$ cat config.mk
export PLATFORM = sky130hd
export DESIGN_NAME = mod_updown_counter
export DESIGN_NICKNAME = d
export VERILOG_FILES = /design/src/rtl/mod_updown_counter.sv
export SDC_FILE = /design/constraint.sdc
export NUM_CORES = 1
export LEC_CHECK = 0
export ABC_CLOCK_PERIOD_IN_PS = 1500
export CAP_MARGIN = 0
export CORE_UTILIZATION = 40
export DETAILED_ROUTE_END_ITERATION = 10
export HOLD_SLACK_MARGIN = 0.12
export PLACE_DENSITY = 0.78
export SLEW_MARGIN = 5
export SYNTH_ARGS = -nofsm -noshare
export SYNTH_HDL_FRONTEND = slang
export SYNTH_SLANG_ARGS = --single-unit
$ cat constraint.sdc
create_clock -name i_clk -period 1.5 [get_ports i_clk]
set_input_delay 0.3 -clock i_clk [delete_from_list [all_inputs] [get_ports i_clk]]
set_output_delay 0.3 -clock i_clk [all_outputs]
set_load 0.005 [all_outputs]
$ cat src/rtl/mod_updown_counter.sv
// -----------------------------------------------------------------------------
// mod_updown_counter
//
// General-purpose modulo-N counter. It counts in one of three modes:
//   - up: 0 .. MODULUS-1
//   - down: MODULUS-1 .. 0
//   - bounce: a triangle sweep 0 .. MODULUS-1 .. 0 ..
// It also has a hold mode, synchronous clear and parallel load, and a count
// enable. Terminal-count events produce a one-cycle pulse on o_tc. Up/down
// over/underflow sets a sticky o_ovf. At the limits the counter either wraps
// or saturates, depending on SATURATE.
//
// Parameters
//   WIDTH    : counter width in bits (1..16)
//   MODULUS  : count range 0..MODULUS-1 (2..2**WIDTH)
//   SATURATE : 0 = wrap at the limits, 1 = hold at the limits (up/down only)
//
// Ports
//   i_clk   in   clock, rising edge
//   i_rst   in   asynchronous active-high reset
//   i_en    in   count enable, one step per enabled cycle
//   i_clr   in   synchronous clear (highest priority)
//   i_load  in   synchronous load of i_data (clamped to MODULUS-1)
//   i_data  in   load value
//   i_mode  in   00 up, 01 down, 10 bounce, 11 hold
//   o_cnt   out  registered count
//   o_dir   out  direction of the last/next step (0 up, 1 down)
//   o_tc    out  registered terminal-count pulse
//   o_ovf   out  sticky overflow/underflow flag
// -----------------------------------------------------------------------------
module mod_updown_counter #(
    parameter int WIDTH    = 4,
    parameter int MODULUS  = 16,
    parameter int SATURATE = 0
) (
    input  logic             i_clk,
    input  logic             i_rst,
    input  logic             i_en,
    input  logic             i_clr,
    input  logic             i_load,
    input  logic [WIDTH-1:0] i_data,
    input  logic [1:0]       i_mode,
    output logic [WIDTH-1:0] o_cnt,
    output logic             o_dir,
    output logic             o_tc,
    output logic             o_ovf
);

    // Reject illegal parameter combinations at elaboration time.
    generate
        if (WIDTH < 1 || WIDTH > 16) begin : g_bad_width
            $error("mod_updown_counter: WIDTH must be in 1..16");
        end
        if (MODULUS < 2 || MODULUS > (1 << WIDTH)) begin : g_bad_modulus
            $error("mod_updown_counter: MODULUS must be in 2..2**WIDTH");
        end
    endgenerate

    localparam logic [1:0] MODE_UP     = 2'b00;
    localparam logic [1:0] MODE_DOWN   = 2'b01;
    localparam logic [1:0] MODE_BOUNCE = 2'b10;

    localparam logic [WIDTH-1:0] CNT_ZERO = '0;
    localparam logic [WIDTH-1:0] CNT_ONE  = WIDTH'(1);
    localparam logic [WIDTH-1:0] CNT_MAX  = WIDTH'(MODULUS - 1);
    localparam logic [WIDTH-1:0] CNT_TURN = WIDTH'(MODULUS - 2);

    // MODULUS can equal 2**WIDTH, so the load range check needs one extra bit.
    localparam logic [WIDTH:0]   MOD_EXT  = (WIDTH + 1)'(MODULUS);

    logic [WIDTH-1:0] cnt_q, cnt_d;
    logic             dir_q, dir_d;
    logic             tc_q,  tc_d;
    logic             ovf_q, ovf_d;

    logic             at_max;
    logic             at_zero;
    logic             load_in_range;

    // ">=" keeps the limit test safe even if the count were ever out of range.
    assign at_max        = (cnt_q >= CNT_MAX);
    assign at_zero       = (cnt_q == CNT_ZERO);
    assign load_in_range = ({1'b0, i_data} < MOD_EXT);

    always_comb begin
        cnt_d = cnt_q;
        dir_d = dir_q;
        tc_d  = 1'b0;
        ovf_d = ovf_q;

        if (i_clr) begin
            cnt_d = CNT_ZERO;
            dir_d = 1'b0;
            ovf_d = 1'b0;
        end else if (i_load) begin
            cnt_d = load_in_range ? i_data : CNT_MAX;
        end else if (i_en) begin
            case (i_mode)
                MODE_UP: begin
                    dir_d = 1'b0;
                    if (at_max) begin
                        tc_d  = 1'b1;
                        ovf_d = 1'b1;
                        if (SATURATE == 0) begin
                            cnt_d = CNT_ZERO;
                        end
                    end else begin
                        cnt_d = cnt_q + CNT_ONE;
                    end
                end
                MODE_DOWN: begin
                    dir_d = 1'b1;
                    if (at_zero) begin
                        tc_d  = 1'b1;
                        ovf_d = 1'b1;
                        if (SATURATE == 0) begin
                            cnt_d = CNT_MAX;
                        end
                    end else begin
                        cnt_d = cnt_q - CNT_ONE;
                    end
                end
                MODE_BOUNCE: begin
                    // Reversal steps move one count away from the limit in the
                    // same edge, so the limit value is never repeated.
                    if (!dir_q && at_max) begin
                        cnt_d = CNT_TURN;
                        dir_d = 1'b1;
                        tc_d  = 1'b1;
                    end else if (dir_q && at_zero) begin
                        cnt_d = CNT_ONE;
                        dir_d = 1'b0;
                        tc_d  = 1'b1;
                    end else if (dir_q) begin
                        cnt_d = cnt_q - CNT_ONE;
                    end else begin
                        cnt_d = cnt_q + CNT_ONE;
                    end
                end
                default: begin
                    // Hold mode: all state keeps its value, tc stays low.
                end
            endcase
        end
    end

    always_ff @(posedge i_clk or posedge i_rst) begin
        if (i_rst) begin
            cnt_q <= CNT_ZERO;
            dir_q <= 1'b0;
            tc_q  <= 1'b0;
            ovf_q <= 1'b0;
        end else begin
            cnt_q <= cnt_d;
            dir_q <= dir_d;
            tc_q  <= tc_d;
            ovf_q <= ovf_d;
        end
    end

    assign o_cnt = cnt_q;
    assign o_dir = dir_q;
    assign o_tc  = tc_q;
    assign o_ovf = ovf_q;

endmodule

# ---- Word level (Yosys, flattened, before mapping)
# Cells that the tools add are included.
dict set report classes {
  n_addsub 2
  n_mul 0
  div 0
  magnitude_cmp 1
  eq_ne 6
  shift 0
  mux 29
  bitwise 0
  n_reduce_logical 13
}
# cell count
set op_table {}
lappend op_table {{4-bit two-way mux} 8}
lappend op_table {{1-bit two-way mux} 17}
lappend op_table {{4-bit case mux with 3 select lines} 1}
lappend op_table {{3-bit != test, second input constant} 2}
lappend op_table {{1-bit case mux with 3 select lines} 2}
lappend op_table {{3-bit nonzero test} 2}
lappend op_table {{5-bit AND reduction} 1}
lappend op_table {{5-bit nonzero test} 1}
lappend op_table {{4-bit by 1-bit adder with 4-bit output, second input constant} 1}
lappend op_table {{4-bit greater-or-equal comparator, second input constant} 1}
lappend op_table {{4-bit zero test} 1}
lappend op_table {{4-bit != test, second input constant} 1}
lappend op_table {{4-bit AND reduction} 1}
lappend op_table {{4-bit nonzero test} 1}
lappend op_table {{4-bit by 1-bit subtractor with 4-bit output, second input constant} 1}
lappend op_table {{2-bit by 1-bit equality test with 1-bit output, second input constant} 1}
lappend op_table {{2-bit equality test, second input constant} 1}
lappend op_table {{1-bit logical AND} 2}
lappend op_table {{2-bit zero test} 1}
lappend op_table {{2-bit != test, second input constant} 1}
lappend op_table {{1-bit case mux with 2 select lines} 1}
lappend op_table {{2-bit AND reduction} 1}
lappend op_table {{2-bit nonzero test} 1}
lappend op_table {{1-bit zero test} 1}
dict set report totals {
  regBits 7
  latchBits 0
  mem_bits_rw 0
  mem_bits_ro 0
  in_bits 11
  elab_cells 55
  mem_count 0
}

# ---- Depth between registers and ports, before layout
# Gate-level depths: netlist of run 1.
dict set report depth {
  depth_word 8
  ltp_mapped 7
  depth_no_buf 6
}

# ---- Worst setup path after synthesis of run 1
# No wires, ideal clock.
dict set report synth_timing {
  kind {register to register}
  startpoint {reg cnt_q[0] (netlist: o_cnt[0])}
  endpoint {reg cnt_q[1] (netlist: o_cnt[1])}
  setup_ps 94
  t_arrival_ps 1465
  slack_ps -59
  stages_incl_launch_ff 7
  n_path_buf 0
  cell_sequence {dfrtp_1 inv_1 ha_1 or3b_1 a21oi_1 a311oi_1 a211oi_1}
}
dict set report synth_via {
  elab_chain_cells 8
}
# item line_no
set synth_rtl {}
lappend synth_rtl {{start: declaration} 71} ;# logic [WIDTH-1:0] cnt_q, cnt_d;
lappend synth_rtl {{start signal: assignment} 154} ;# cnt_q <= cnt_d;
lappend synth_rtl {{4-bit by 1-bit adder with 4-bit output (tied with other cells)} {108, 137}}
lappend synth_rtl {{4-bit two-way mux or 1-bit logical AND (tied branches)} {134, 130}}
lappend synth_rtl {{4-bit two-way mux} 130} ;# end else if (dir_q && at_zero) begin
lappend synth_rtl {{4-bit two-way mux} 126} ;# if (!dir_q && at_max) begin
lappend synth_rtl {{4-bit case mux with 3 select lines *} 98} ;# case (i_mode)
lappend synth_rtl {{4-bit two-way mux *} 97} ;# end else if (i_en) begin
lappend synth_rtl {{4-bit two-way mux *} 95} ;# end else if (i_load) begin
lappend synth_rtl {{4-bit two-way mux *} 91} ;# if (i_clr) begin
# Mark *: on every way between the ends. The rest lies on a longest branch, timed or not. The select of a mux whose other input is x is not followed.
# A chain may end at the register's enable or synchronous reset.

# ---- Final worst setup path of run 1
dict set report layout_timing {
  startpoint {reg cnt_q[0] (netlist: o_cnt[0])}
  endpoint {reg cnt_q[0] (netlist: o_cnt[0])}
}
# The elaborated chain is that of the path after synthesis.

==> results.md, run 1 <==
- Status: finished, violations left
- Failing checks: negative setup slack
- Die area: 0.00216 mm^2
- Startpoint Class: flip-flop
- # IOs: 18
- # DRC: 0
- Via count: 1127
- Gr usage total: 33.8%
- Vias per cell: 6.37
- DIE HEIGHT: 46.5 um
- Inst Count DP: 162
- RSZ-0062 raised after global routing: yes
- Cell Count, Final, Fillers Out: 177
- Synth async-reset ratio: 100%
- Post-route setup slack: -0.140 ns
- Yosys reg bits: 7
- Setup TNS: -0.459 ns
- Area of the core: 0.00178 mm^2
- Final setup violation count: 7
- CP max stage cell: dfrtp_2
- Slew headroom: 75.7%
- Worst Skew: 0.00296 ns
- Max Clk Rate: 0.610 GHz
- Max-cap violations: 0
- Clock network power share: 22.8%
- CP peak stage delay: 0.44 ns
- Diode count: 0
- Worst Setup End Kind: flip-flop
- DIE WIDTH: 46.5 um
- Post-Route Utilization: 79.4%
- Synth top area share: 22.2%
- Max Slew Vio Count: 0
- Layout cell share with drive strength beyond 1: 50.7%
- Number of flops mapped to enable cells by yosys: 0
- ANT nets after route: 0
- Sum of buffers and inverters on the critical path: 0
- Crit Path Class: flip-flop to flip-flop
- Measured slew at the worst slew-check pin: 0.363 ns
- Area Growth Syn to Fin: 79.1%
- P_int: 0.515 mW
- PortBufs: 17
- H-tree depth: 1
- Peak VDD IR: 0.373 mV
- Synth Instances: 98
- DR WL/cell: 19.1 um
- Largest net degree at the start of global routing: 10
- Top delay family on crit path: compound AO/OA/AOI/OAI gates
- CTS tree: built
- P per Cell Area: 568 mW/mm^2
- Synth warn: 0
- Synth Net Count: 115
- Top cells by area, synth: dfrtp_1 (22%), ha_1 (9.5%), a211oi_1 (4.7%), a21oi_1 (4.4%), inv_1 (3.3%)
- Clock transition at path regs: 0.06 ns
- Initial drt markers: 69
- Min-Delay Path Class: primary input to asynchronous set/reset pin
- Netlist cell types: 43
- Filler instances: 98
- Initial core utilization: 44.4%
- Pre-CTS setup slack: -0.630 ns
- Min cycle time layout: 1.64 ns
- Routability Congestion: 0.940
- Final period util: 109%
- Skew-Pair Late Insertion Delay: 0.26 ns
- Register area share after synthesis: 22.2%
- Total global routing overflow: 0
- Worst-path fanout max: 6
- Worst EP required: 1.67 ns
- Root Driver: clkbuf_4
- CP Cell Sequence: ha_2 -> and3_1 -> a221oi_2 -> a31oi_1 -> a211oi_1
- DR pass1 iterations: 4
- Rows: 15
- Leakage: 0.630 nW
- Clock Path Buffers: 2
- Post-Syn Area: 791 um^2
- Nets: 170
- Mean post-synth cell area: 8.07 um^2
- Hpwl dp: 2010 um
- Clock sink count: 7
- Global-route wire length before repair: 4970 um
- CTS Buf Count: 3
- Net Switching: 0.290 mW
- Top_reg_cell synth: dfrtp_1
- Logic pwr share: 50.7%
- Vias in the first global route: 1018
- Switching Fraction: 36.0%
- DRT Wirelength: 3390 um
- Critical path data arrival time: 1.81 ns
- Cell taking the most area after synthesis: dfrtp_1
- Initial antenna violation count: 0
- Seq pwr share: 26.5%
- Fin. Hold Viols: 0
[layer usage]
metal	global-route usage, %	wire length (um)	up-vias
li1	-	-	487
met1	39.9	1300	517
met2	58.6	1570	99
met3	6.27	333	24
met4	14.7	180	0
met5	0	0	-
[timing repair]
action / in CTS / in global routing
hold buffers: 0 / 0
hold endpoints to repair: 0 / 0
endpoints found under the setup margin: 12 / 8
gates resized for setup: 25 / 11
pin swaps: 4 / 2
setup buffers: 10 / 1
[state kept, by name, indices dropped and copies added (netlist names)]
name	count
o_tc	1
o_cnt	4
o_ovf	1
o_dir	1
[area by class of cell]
cell class	instances	area, um^2	area share [%]
multi-input combinational	77	673	47.5
timing repair buffer	57	478	33.7
sequential	7	181	12.8
tap	25	31.3	2.21
clock buffer	4	26.3	1.86
inverter	7	26.3	1.86
[worst reg2reg max path: cells and delay by family, from the launching register on]
kind / cells / cell delay, ns
flip-flops: 1 / 0.44
AND/OR/NAND/NOR: 1 / 0.22
AO/OA/AOI/OAI: 3 / 0.64
adder cells (fa/ha/maj): 1 / 0.25
[power groups by stage]
| stage | Sequential [mW] | Combinational [mW] | Clock [mW] |
|---|---|---|---|
| after global placement | 0.216 | 0.290 | 0 |
| after floorplan | 0.216 | 0.154 | 0 |
| after CTS | 0.211 | 0.358 | 0.181 |
| after global routing | 0.213 | 0.424 | 0.187 |
| after detailed placement | 0.217 | 0.299 | 0 |
| final | 0.213 | 0.408 | 0.184 |
[placed cells by master (no fill, tap or decap), drive strengths merged, types with 2 or more instances in the layout]
cell type / instances
a211oi: 5
a21o: 3
a21oi: 7
a22oi: 2
a311oi: 2
a31oi: 3
buf: 40
clkbuf: 5
clkdlybuf4s50: 12
dfrtp: 7
dlygate4sd2: 2
ha: 6
inv: 7
nand2: 4
nand2b: 2
nand3: 2
nor2: 7
nor3: 3
o21ai: 6
o22ai: 2
o31ai: 2
xor2: 2
[logic make-up (layout without fill, tap and decap cells)]
group / after synthesis / count (layout) / share of synthesized area (%)
and+or+nand+nor: 28 / 28 / 20.9
adders and majority gates: 6 / 6 / 9.49
DFF: 7 / 7 / 22.2
xor gates and xnor gates: 2 / 2 / 2.22
buffers and inverters: 14 / 68 / 7.59
AOI/OAI and AO/OA: 41 / 41 / 37.7
[synthesized netlist by cell type (all sizes together) (2+ instances only)]
library cell  instances
a311oi                2
inv                   7
o31ai                 2
o21ai                 6
nor2                  7
nand2b                2
buf                   5
a211oi                5
nand3                 2
nand2                 4
a21o                  3
xor2                  2
ha                    6
a22oi                 2
o22ai                 2
nor3                  3
a21oi                 7
clkbuf                2
dfrtp                 7
a31oi                 3
[through the flow]
step	power [mW]	hold slack [ns]	instance area, um^2
2_1_floorplan	0.369	0.103	806
3_3_place_gp	0.507	0.522	1190
3_5_place_dp	0.516	0.533	1190
4_1_cts	0.750	0.281	1370
5_1_grt	0.824	0.292	1420
6_report	0.804	0.274	1420
[worst paths after layout]
check                                           from              endpoint  slack [ns]  cells after the start
worst min register to register     o_ovf$_DFFE_PP0P_     o_ovf$_DFFE_PP0P_        0.53                      2
min in group i_clk                         i_mode[0]        o_tc$_DFF_PP0_        0.41                      3
max in group asynchronous                      i_rst  o_cnt[0]$_DFFE_PP0P_        0.99                      2
worst max-delay path            o_cnt[0]$_DFFE_PP0P_  o_cnt[0]$_DFFE_PP0P_       -0.14                      5
worst max register to register  o_cnt[0]$_DFFE_PP0P_  o_cnt[0]$_DFFE_PP0P_       -0.14                      5
worst min-delay path                           i_rst  o_cnt[1]$_DFFE_PP0P_        0.27                      2
No activity file was read; power rests on OpenSTA's default activity.
==> run 2, diff against run 1 <==
HOLD_SLACK_MARGIN = default   (was 0.12)
==> results of run 2 <==
Same layout as run 1: the final DEF is identical, and so are final timing and power.
==> run 3, diff against run 2 <==
CTS_CLUSTER_DIAMETER = 120   (was default)
==> results of run 3 <==
Same layout as run 1: the final DEF is identical, and so are final timing and power.
